$ cat src/rtl/matrix_op_sequencer_if.sv
// Host/unit-facing bundle of the matrix coprocessor sequencer: command, operand
// load, operation-unit mux and result stream channels.
interface matrix_op_sequencer_if #(
  parameter int MAX_ELEMS = 25
);
  logic                   cmd_valid;
  logic                   cmd_ready;
  logic [2:0]             cmd_op;
  logic [1:0]             cmd_size;
  logic [7:0]             in_data;
  logic                   in_valid;
  logic                   in_ready;
  logic [2:0]             unit_op;
  logic [1:0]             unit_size;
  logic [MAX_ELEMS*8-1:0] unit_a;
  logic [MAX_ELEMS*8-1:0] unit_b;
  logic [MAX_ELEMS*8-1:0] unit_result;
  logic [7:0]             out_data;
  logic                   out_valid;
  logic                   out_ready;
  logic                   out_last;
  logic                   busy;
  logic                   done;
  logic                   err;

  modport master (
    output cmd_valid, cmd_op, cmd_size, in_data, in_valid, unit_result, out_ready,
    input  cmd_ready, in_ready, unit_op, unit_size, unit_a, unit_b,
           out_data, out_valid, out_last, busy, done, err
  );

  modport slave (
    input  cmd_valid, cmd_op, cmd_size, in_data, in_valid, unit_result, out_ready,
    output cmd_ready, in_ready, unit_op, unit_size, unit_a, unit_b,
           out_data, out_valid, out_last, busy, done, err
  );
endinterface

$ cat src/rtl/matrix_op_sequencer.sv
// Matrix coprocessor control: takes one command, loads operands byte-serially,
// holds them for the operation units, then streams the captured result back.
module matrix_op_sequencer #(
  parameter int EXEC_CYCLES = 1,
  parameter int MAX_ELEMS   = 25
) (
  input logic                  clk,
  input logic                  rst_n,
  matrix_op_sequencer_if.slave bus
);
  localparam int BUS_W = MAX_ELEMS * 8;
  localparam int CNT_W = $clog2(MAX_ELEMS + 1);
  localparam int EXC_W = (EXEC_CYCLES > 1) ? $clog2(EXEC_CYCLES) : 1;
  localparam logic [EXC_W-1:0] EXEC_LAST = EXC_W'(EXEC_CYCLES - 1);

  typedef enum logic [2:0] {
    S_IDLE, S_LOAD_A, S_LOAD_B, S_EXEC, S_STREAM, S_DONE
  } state_t;

  state_t           state;
  logic [CNT_W-1:0] cnt;
  logic [EXC_W-1:0] exec_cnt;
  logic [2:0]       op_q;
  logic [1:0]       size_q;
  logic [BUS_W-1:0] a_q;
  logic [BUS_W-1:0] b_q;
  logic [BUS_W-1:0] res_q;
  logic             cmd_ready_q;
  logic             in_ready_q;
  logic             out_valid_q;
  logic             out_last_q;
  logic             busy_q;
  logic             done_q;
  logic             err_q;
  logic [CNT_W-1:0] last_idx;
  logic [BUS_W-1:0] slot_mask;

  function automatic logic [CNT_W-1:0] elem_count(input logic [1:0] size);
    case (size)
      2'b00:   return CNT_W'(4);
      2'b01:   return CNT_W'(9);
      2'b10:   return CNT_W'(16);
      default: return CNT_W'(25);
    endcase
  endfunction

  function automatic logic op_is_valid(input logic [2:0] op);
    return op <= 3'd4;
  endfunction

  function automatic logic op_is_binary(input logic [2:0] op);
    return (op == 3'd0) || (op == 3'd1) || (op == 3'd4);
  endfunction

  assign last_idx = elem_count(size_q) - CNT_W'(1);

  // Unit outputs beyond the active N slots are never allowed into the result.
  always_comb begin
    slot_mask = '0;
    for (int i = 0; i < MAX_ELEMS; i++) begin
      if (i < int'(elem_count(size_q))) slot_mask[i*8 +: 8] = 8'hFF;
    end
  end

  always_ff @(posedge clk or negedge rst_n) begin
    if (!rst_n) begin
      state       <= S_IDLE;
      cnt         <= '0;
      exec_cnt    <= '0;
      op_q        <= '0;
      size_q      <= '0;
      a_q         <= '0;
      b_q         <= '0;
      res_q       <= '0;
      cmd_ready_q <= 1'b1;
      in_ready_q  <= 1'b0;
      out_valid_q <= 1'b0;
      out_last_q  <= 1'b0;
      busy_q      <= 1'b0;
      done_q      <= 1'b0;
      err_q       <= 1'b0;
    end else begin
      done_q <= 1'b0;
      err_q  <= 1'b0;
      case (state)
        S_IDLE: begin
          if (bus.cmd_valid && cmd_ready_q) begin
            if (op_is_valid(bus.cmd_op)) begin
              op_q        <= bus.cmd_op;
              size_q      <= bus.cmd_size;
              a_q         <= '0;
              b_q         <= '0;
              cnt         <= '0;
              cmd_ready_q <= 1'b0;
              in_ready_q  <= 1'b1;
              busy_q      <= 1'b1;
              state       <= S_LOAD_A;
            end else begin
              err_q <= 1'b1;
            end
          end
        end
        S_LOAD_A, S_LOAD_B: begin
          if (bus.in_valid && in_ready_q) begin
            if (state == S_LOAD_A) a_q[cnt*8 +: 8] <= bus.in_data;
            else                   b_q[cnt*8 +: 8] <= bus.in_data;
            if (cnt == last_idx) begin
              cnt <= '0;
              if (state == S_LOAD_A && op_is_binary(op_q)) begin
                state <= S_LOAD_B;
              end else begin
                in_ready_q <= 1'b0;
                exec_cnt   <= '0;
                state      <= S_EXEC;
              end
            end else begin
              cnt <= cnt + CNT_W'(1);
            end
          end
        end
        S_EXEC: begin
          if (exec_cnt == EXEC_LAST) begin
            res_q       <= bus.unit_result & slot_mask;
            cnt         <= '0;
            out_valid_q <= 1'b1;
            out_last_q  <= (last_idx == '0);
            state       <= S_STREAM;
          end else begin
            exec_cnt <= exec_cnt + EXC_W'(1);
          end
        end
        S_STREAM: begin
          if (bus.out_ready && out_valid_q) begin
            if (out_last_q) begin
              out_valid_q <= 1'b0;
              out_last_q  <= 1'b0;
              done_q      <= 1'b1;
              state       <= S_DONE;
            end else begin
              cnt        <= cnt + CNT_W'(1);
              out_last_q <= ((cnt + CNT_W'(1)) == last_idx);
            end
          end
        end
        S_DONE: begin
          cmd_ready_q <= 1'b1;
          busy_q      <= 1'b0;
          state       <= S_IDLE;
        end
        default: state <= S_IDLE;
      endcase
    end
  end

  assign bus.cmd_ready = cmd_ready_q;
  assign bus.in_ready  = in_ready_q;
  assign bus.unit_op   = op_q;
  assign bus.unit_size = size_q;
  assign bus.unit_a    = a_q;
  assign bus.unit_b    = b_q;
  assign bus.out_data  = res_q[cnt*8 +: 8];
  assign bus.out_valid = out_valid_q;
  assign bus.out_last  = out_last_q;
  assign bus.busy      = busy_q;
  assign bus.done      = done_q;
  assign bus.err       = err_q;
endmodule
$ cat src/flat_wrapper.sv
// flat-port wrapper written by rule: the top's interface ports become plain ports
module matrix_op_sequencer_flat 
#(
  parameter int EXEC_CYCLES = 1,
  parameter int MAX_ELEMS   = 25
)
  (clk, rst_n, bus_cmd_valid, bus_cmd_op, bus_cmd_size, bus_in_data, bus_in_valid, bus_unit_result, bus_out_ready, bus_cmd_ready, bus_in_ready, bus_unit_op, bus_unit_size, bus_unit_a, bus_unit_b, bus_out_data, bus_out_valid, bus_out_last, bus_busy, bus_done, bus_err);
  matrix_op_sequencer_if #(.MAX_ELEMS(MAX_ELEMS)) bus_i ();
  input logic clk;
  input logic rst_n;
  input wire logic [$bits(bus_i.cmd_valid)-1:0] bus_cmd_valid;
  input wire logic [$bits(bus_i.cmd_op)-1:0] bus_cmd_op;
  input wire logic [$bits(bus_i.cmd_size)-1:0] bus_cmd_size;
  input wire logic [$bits(bus_i.in_data)-1:0] bus_in_data;
  input wire logic [$bits(bus_i.in_valid)-1:0] bus_in_valid;
  input wire logic [$bits(bus_i.unit_result)-1:0] bus_unit_result;
  input wire logic [$bits(bus_i.out_ready)-1:0] bus_out_ready;
  output wire logic [$bits(bus_i.cmd_ready)-1:0] bus_cmd_ready;
  output wire logic [$bits(bus_i.in_ready)-1:0] bus_in_ready;
  output wire logic [$bits(bus_i.unit_op)-1:0] bus_unit_op;
  output wire logic [$bits(bus_i.unit_size)-1:0] bus_unit_size;
  output wire logic [$bits(bus_i.unit_a)-1:0] bus_unit_a;
  output wire logic [$bits(bus_i.unit_b)-1:0] bus_unit_b;
  output wire logic [$bits(bus_i.out_data)-1:0] bus_out_data;
  output wire logic [$bits(bus_i.out_valid)-1:0] bus_out_valid;
  output wire logic [$bits(bus_i.out_last)-1:0] bus_out_last;
  output wire logic [$bits(bus_i.busy)-1:0] bus_busy;
  output wire logic [$bits(bus_i.done)-1:0] bus_done;
  output wire logic [$bits(bus_i.err)-1:0] bus_err;
  assign bus_i.cmd_valid = bus_cmd_valid;
  assign bus_i.cmd_op = bus_cmd_op;
  assign bus_i.cmd_size = bus_cmd_size;
  assign bus_i.in_data = bus_in_data;
  assign bus_i.in_valid = bus_in_valid;
  assign bus_i.unit_result = bus_unit_result;
  assign bus_i.out_ready = bus_out_ready;
  assign bus_cmd_ready = bus_i.cmd_ready;
  assign bus_in_ready = bus_i.in_ready;
  assign bus_unit_op = bus_i.unit_op;
  assign bus_unit_size = bus_i.unit_size;
  assign bus_unit_a = bus_i.unit_a;
  assign bus_unit_b = bus_i.unit_b;
  assign bus_out_data = bus_i.out_data;
  assign bus_out_valid = bus_i.out_valid;
  assign bus_out_last = bus_i.out_last;
  assign bus_busy = bus_i.busy;
  assign bus_done = bus_i.done;
  assign bus_err = bus_i.err;
  matrix_op_sequencer #(.EXEC_CYCLES(EXEC_CYCLES), .MAX_ELEMS(MAX_ELEMS)) u_core (.clk(clk), .rst_n(rst_n), .bus(bus_i));
endmodule
$ cat config.mk
export PLATFORM = sky130hd
export DESIGN_NAME = matrix_op_sequencer_flat
export DESIGN_NICKNAME = d
export VERILOG_FILES = /design/src/rtl/matrix_op_sequencer_if.sv /design/src/rtl/matrix_op_sequencer.sv /design/src/flat_wrapper.sv
export SDC_FILE = /design/constraint.sdc
export NUM_CORES = 1
export LEC_CHECK = 0
export CORE_AREA = 2 2 252 254
export DETAILED_ROUTE_END_ITERATION = 8
export DIE_AREA = 0 0 254 256
export DONT_BUFFER_PORTS = 1
export PLACE_DENSITY = 0.59
export RECOVER_POWER = 50
export SLEW_MARGIN = 20
export SYNTH_ARGS = -nofsm -noshare
export SYNTH_HDL_FRONTEND = slang
export SYNTH_SLANG_ARGS = --single-unit
$ cat constraint.sdc
create_clock -name clk -period 4.8 [get_ports clk]
set_input_delay 1.2 -clock clk [delete_from_list [all_inputs] [get_ports clk]]
set_output_delay 1.2 -clock clk [all_outputs]
set_load 0.01 [all_outputs]
==> impl_metrics.toml <==
[floorplan]
rows = 92
pin_count = 638
die_h_microns = 256
dieWidth_microns = 254
design.die.area_sq_um = 65020
core-area_sq_um = 62390
initial_core_util = 0.4129

[status]
violations = "capacitance limit, slew limit"
status = "finished, violations left"

[sta]
post-route-min-period_ps = 4253
rsz0062_at_grt = "false"
setup_viol = 0
max_freq_ghz = 0.2351
fin_skew_ps = 26.54
fin_tns_setup_ps = 0
tightest_slew_ps = 3141
min_period_over_period = 0.8861
finalHoldViolCount = 0
whs_ps = 304.9
relSlewSlack = -1.094
fin_ws_ps = 546.6
drv_slew = 769

[placed_design]
portBuffers = 0
dp.cells = 3074
dp_slack_ps = 1135
routabilityCongestion = 0.8643
post-dp-hpwl_mm = 63.08

[clocking]
cts.sinks = 620
h-tree-depth = 3
post-cts-setup-buffer-count = 0
clk_pin_slew_ps = 60
clk_latency_ps = 620
cts_buffers = 67
postCtsHoldBufs = 0
cts_max_path_buffers = 3
post_cts_resized = 0
cts_root_buf = "clkbuf_16"
tritoncts = "built"

[critical_path]
crit_arrival_ps = 3050
cpMaxStageDelayCell = "buf_4"
worstSetupEndpointType = "output pin"
critPathKind = "register to output pin"
path_cells = "buf_4 -> mux4_2 -> mux4_2 -> a21o_1"
reg2reg_slack_ps = 860
cp_common_cell = "mux4_2"
start_kind = "register"
cp_max_fo = 62
required_ps = 3600
critPathMaxStageDelay_ps = 740

[drt]
routed_wl_mm = 87.92
avgRoutedWirePerCell_microns = 27.51
drcViolationCount = 0
drtIter0Drc = 1651
vias_per_cell = 5.836
drt-pass1-iter-count = 8
vias = 18650
antenna_left = 0

[final_layout]
antenna_cells = 0
layout_common_cells = "nand2_1 (646), dfrtp_1 (616), o21ai_0 (328), o2bb2ai_1 (121), a22o_1 (81)"
layout-drive-gt1-share = 0.1106
final_nets = 2521
fill_cells = 5789
syn2layout_area_growth_pct = 11.67
final_common_cell = "nand2_1"
final_cells = 3196

[pwr]
peakVddDrop_v = 0.0002399
powerDensity_nw_per_um2 = 377.7
power_mw = 10.86
total_leakage_power_nw = 12.30

[logic_synthesis]
synth_seq_cells = 620
synth_edf_count = 0
syn_avg_cell_area_sq_um = 10.92
synthFlopType = "dfrtp_1"
syn-instance-count = 2360
yosysWarnings = 0
ys_seq_area_frac = 0.6023
synth_cell_types = 67
syn-num-nets = 2584
synth_area_sq_um = 25760
synthArstFlopShare = 1.000

[global_routing]
globalRouteOverflowTotal = 0
grt_usage = 0.2683
grt_max_degree = 621
grt_pass1_wl_mm = 128.8
grt_pass1_vias = 18550
antenna_found_initial = 3

[run]
maxCapViolCount = 2

[min_path]
hold_path_class = "input pin to async pin"
## stage by stage
stage,utilization,area (sq um)
6_report,0.4611,28770
5_1_grt,0.4611,28770
4_1_cts,0.4614,28790
3_5_place_dp,0.4234,26420
3_3_place_gp,0.4234,26410
2_1_floorplan,-,25760
## worst paths after layout
path                                                       endpoint                    startpoint  cells past startpoint
worst max-delay path                                bus_out_data[3]     u_core.cnt[1]$_DFFE_PN0P_                      4
worst min-delay path              u_core.bus.unit_a[19]$_DFFE_PN0P_                         rst_n                      0
worst max register to register         u_core.res_q[38]$_DFFE_PN0N_   u_core.state[2]$_DFFE_PN0P_                      3
worst min register to register         u_core.res_q[32]$_DFFE_PN0N_  u_core.res_q[32]$_DFFE_PN0N_                      2
max in group asynchronous       u_core.bus.unit_size[1]$_DFFE_PN0P_                         rst_n                      0
min in group clk                       u_core.res_q[32]$_DFFE_PN0N_  u_core.res_q[32]$_DFFE_PN0N_                      2
## flip-flops by register name, summed over array words and instances, names as in the netlist, 2 cells and up
signal,cells
u_core.bus.unit_op,3
u_core.res_q,200
u_core.cnt,5
u_core.bus.unit_a,200
u_core.bus.unit_b,200
u_core.bus.unit_size,2
u_core.state,3
## report_power, final
group          internal (mW)  total (mW)  switching (mW)
Sequential              5.24        5.25         0.00756
Combinational         0.0232      0.0878          0.0646
Clock                   3.30        5.53            2.23
Total                   8.56        10.9            2.30
## synth_stat cells, types with 3 or more instances
| library cell | count | area share |
|---|---|---|
| a221oi_1 | 8 | 0.0027 |
| o22a_1 | 3 | 0.0010 |
| ha_1 | 6 | 0.0029 |
| nor2_1 | 37 | 0.0054 |
| nand3b_1 | 3 | 0.00087 |
| a21oi_1 | 19 | 0.0037 |
| nor3_1 | 19 | 0.0037 |
| nand3_2 | 3 | 0.0012 |
| o21ai_1 | 24 | 0.0047 |
| nand2_1 | 648 | 0.094 |
| nor4_1 | 3 | 0.00073 |
| nand3_1 | 27 | 0.0052 |
| or2_2 | 7 | 0.0017 |
| nor3_2 | 5 | 0.0019 |
| o2bb2ai_1 | 121 | 0.041 |
| mux4_2 | 56 | 0.049 |
| buf_2 | 28 | 0.0054 |
| clkbuf_1 | 103 | 0.015 |
| and3_1 | 3 | 0.00073 |
| nand2b_1 | 8 | 0.0019 |
| xnor2_1 | 4 | 0.0014 |
| and2_1 | 7 | 0.0017 |
| xor2_1 | 3 | 0.0010 |
| or3_1 | 4 | 0.00097 |
| mux2_2 | 37 | 0.016 |
| o21ai_0 | 328 | 0.064 |
| a22o_1 | 81 | 0.028 |
| dfrtp_1 | 619 | 0.60 |
| buf_1 | 17 | 0.0025 |
| o31ai_1 | 62 | 0.018 |
| a21o_1 | 10 | 0.0029 |
| nand4_1 | 6 | 0.0015 |
| and2_0 | 4 | 0.00097 |
| buf_4 | 4 | 0.0012 |
| inv_1 | 5 | 0.00073 |
## layout make-up
type                            count  area, sq um  area share
Timing Repair Buffer               21        162.7    0.005654
Clock buffer                       93         1904     0.06620
Inverter                            8        30.03    0.001044
Tap cell                          846         1059     0.03680
Clock inverter                     29        464.2     0.01614
Sequential cell                   620        15520      0.5396
Multi-Input combinational cell   1579         9624      0.3346
## worst max-delay path: cells and delay by family, from the launching register on
kind	cells	cell delay [ps]
multiplexers	2	1040
flip-flops	1	350
AO/OA/AOI/OAI	1	260
buffers and inverters	1	740
## layer usage
metal | up-vias | wire, microns | GRT usage
met5 | - | 21 | 0
met4 | 4 | 3042 | 0.09722
met3 | 168 | 8278 | 0.08573
met2 | 794 | 43710 | 0.4539
met1 | 9442 | 32870 | 0.3193
li1 | 8243 | - | -
## cell families after synthesis
family | share of synthesized area
AO/OA/AOI/OAI | 0.1735
XOR/XNOR | 0.003643
adder cells (fa/ha/maj) | 0.002914
buffers and inverters | 0.02545
flip-flops | 0.6023
multiplexers | 0.06572
AND/OR/NAND/NOR | 0.1264
No activity file was read; power rests on OpenSTA's default activity.
==> variant, RTL diff (same flow settings) <==
Make the reset (`rst_n`) synchronous in one clocked block.
--- a/src/rtl/matrix_op_sequencer.sv
+++ b/src/rtl/matrix_op_sequencer.sv
@@ -64,3 +64,3 @@
 
-  always_ff @(posedge clk or negedge rst_n) begin
+  always_ff @(posedge clk) begin
     if (!rst_n) begin
Check against the original RTL: not settled (the Yosys comparison gave no result); the edit may change what the design does.
==> variant against the original RTL <==
The flow still finishes with violations (capacitance limit, slew limit); synthesized area shrank 1.7%; core utilization shrank 1.2 points; sequential cell count unchanged; critical path depth did not move; synthesized cell count increased by 15%; worst setup slack worse by 0.21 ns; design area fell by 2.6%; routed wire length increased by 2.9%; largest cell class unchanged; highest routed layer unchanged.
Power is not compared: it rests on default switching activity, and its combinational part moved more than twofold at a synthesized area within 25%.
==> variant: results (changes against the original RTL) <==
Run status
The run finished, with violations left. The final reports fail on capacitance limit, slew limit.

Cells and area
The register area is 12400 sq um (-20%). The clock network area share is 0.0789 (-0.00341). The post-layout instance count excluding filler cells is 3497 (+9.4%). The ratio of cells with drive above 1 in the final layout came to 0.0985 (-0.0121). The net count of the finished layout is 2822 (+12%). The clock tree buffer count of the final layout came to 102 (+9.7%). The total of fill cells in the finished design is 6028 (+4.1%).

The antenna diode instance count is 2 (+2). The number of sequential storage elements is 620 (unchanged). The count of buffers not belonging to the clock network in the layout is 31 (+48%).

Global routing
The global-route usage over all layers is 0.267 (-0.000985). The initial antenna violation count is 2 (-1). The maximum number of pins on one net before global-route repair is 614 (-1.1%). The first-pass GRT wire length is 132000 um (+2.7%). The number of global-route vias before repair was 19643 (+5.9%).

Logic synthesis
The proportion of synthesized chip area in sequential cells is 0.490 (-0.112). The fraction of registers with async set or reset after synthesis was 0 (-1.00). The post-synthesis cell type count is 77 (+15%).

The synthesized netlist net count came to 2947 (+14%). Yosys attributes the largest share of cell area to sky130_fd_sc_hd__dfxtp_1 49%, sky130_fd_sc_hd__nand2_1 8.2%, sky130_fd_sc_hd__a21boi_0 6.0%. The synthesized area per cell is 9.30 sq um (-15%). The share of cell area taken by muxes after synthesis is 0.0517 (-0.0140). The compound-gate portion of the synthesized area is 0.218 (+0.0445).

Setup path
The endpoint of the most critical register-to-register path is u_core.bus.unit_a[131]. Following the worst setup path forward leads to its endpoint at bus_out_data[4]. The worst stage delay on the critical path came to 0.80 ns (+0.06 ns). The worst-path cell with the longest stage delay is sky130_fd_sc_hd__dfxtp_4. The depth of the worst register-to-register path is 11 (+8). In this run the worst setup path begins at u_core.cnt[0]. The reg2reg setup slack is 0.80 ns (-0.06 ns). The critical path arrival is 3.26 ns (+0.21 ns).

Flow run
The count of max-cap constraint violations was 4 (+2).

Min path
The type of the tightest min-delay check is flop to flop.

STA
The least setup slack across all paths after layout is 0.341 ns (-0.206 ns). The number of pins with negative max-slew slack in the final report was 476 (-38%). The clock tree skew after final layout is 0.0274 ns (+0.000832 ns).

The smallest hold slack is 0.465 ns (+0.160 ns). The tightest slew margin relative to the limit is -0.677 (+0.416).

Placement
The placed cell count is 3375 (+9.8%). The post-placement setup slack was 0.736 ns (-0.399 ns). The area of placed instances is 25800 sq um (-2.3%).

Drt
The final wirelength is 90400 um (+2.9%). The number of detailed-routing iterations run before antenna repair is 6 (-2).
variant: cell count changes after synthesis, moves of 102 or more:
cell / before / now
sky130_fd_sc_hd__nand3_1: 27 / 199
sky130_fd_sc_hd__nor2b_1: 1 / 103
sky130_fd_sc_hd__o22ai_1: 1 / 213
sky130_fd_sc_hd__o21ai_0: 328 / 24
sky130_fd_sc_hd__a21boi_0: 2 / 204
sky130_fd_sc_hd__dfrtp_1: 619 / 0
sky130_fd_sc_hd__o2bb2ai_1: 121 / 16
sky130_fd_sc_hd__dfxtp_1: 0 / 620
variant: routing by layer:
| layer | wire, um | part of all wire | vias to the layer above | global-route usage |
|---|---|---|---|---|
| li1 | - | - | 9650 | - |
| met1 | 33900 | 0.37 | 10219 | 0.311 |
| met4 | 3470 | 0.038 | 2 | 0.105 |
| met3 | 8680 | 0.096 | 184 | 0.0844 |
| met5 | 13 | 0.00014 | - | 0 |
| met2 | 44400 | 0.49 | 930 | 0.454 |
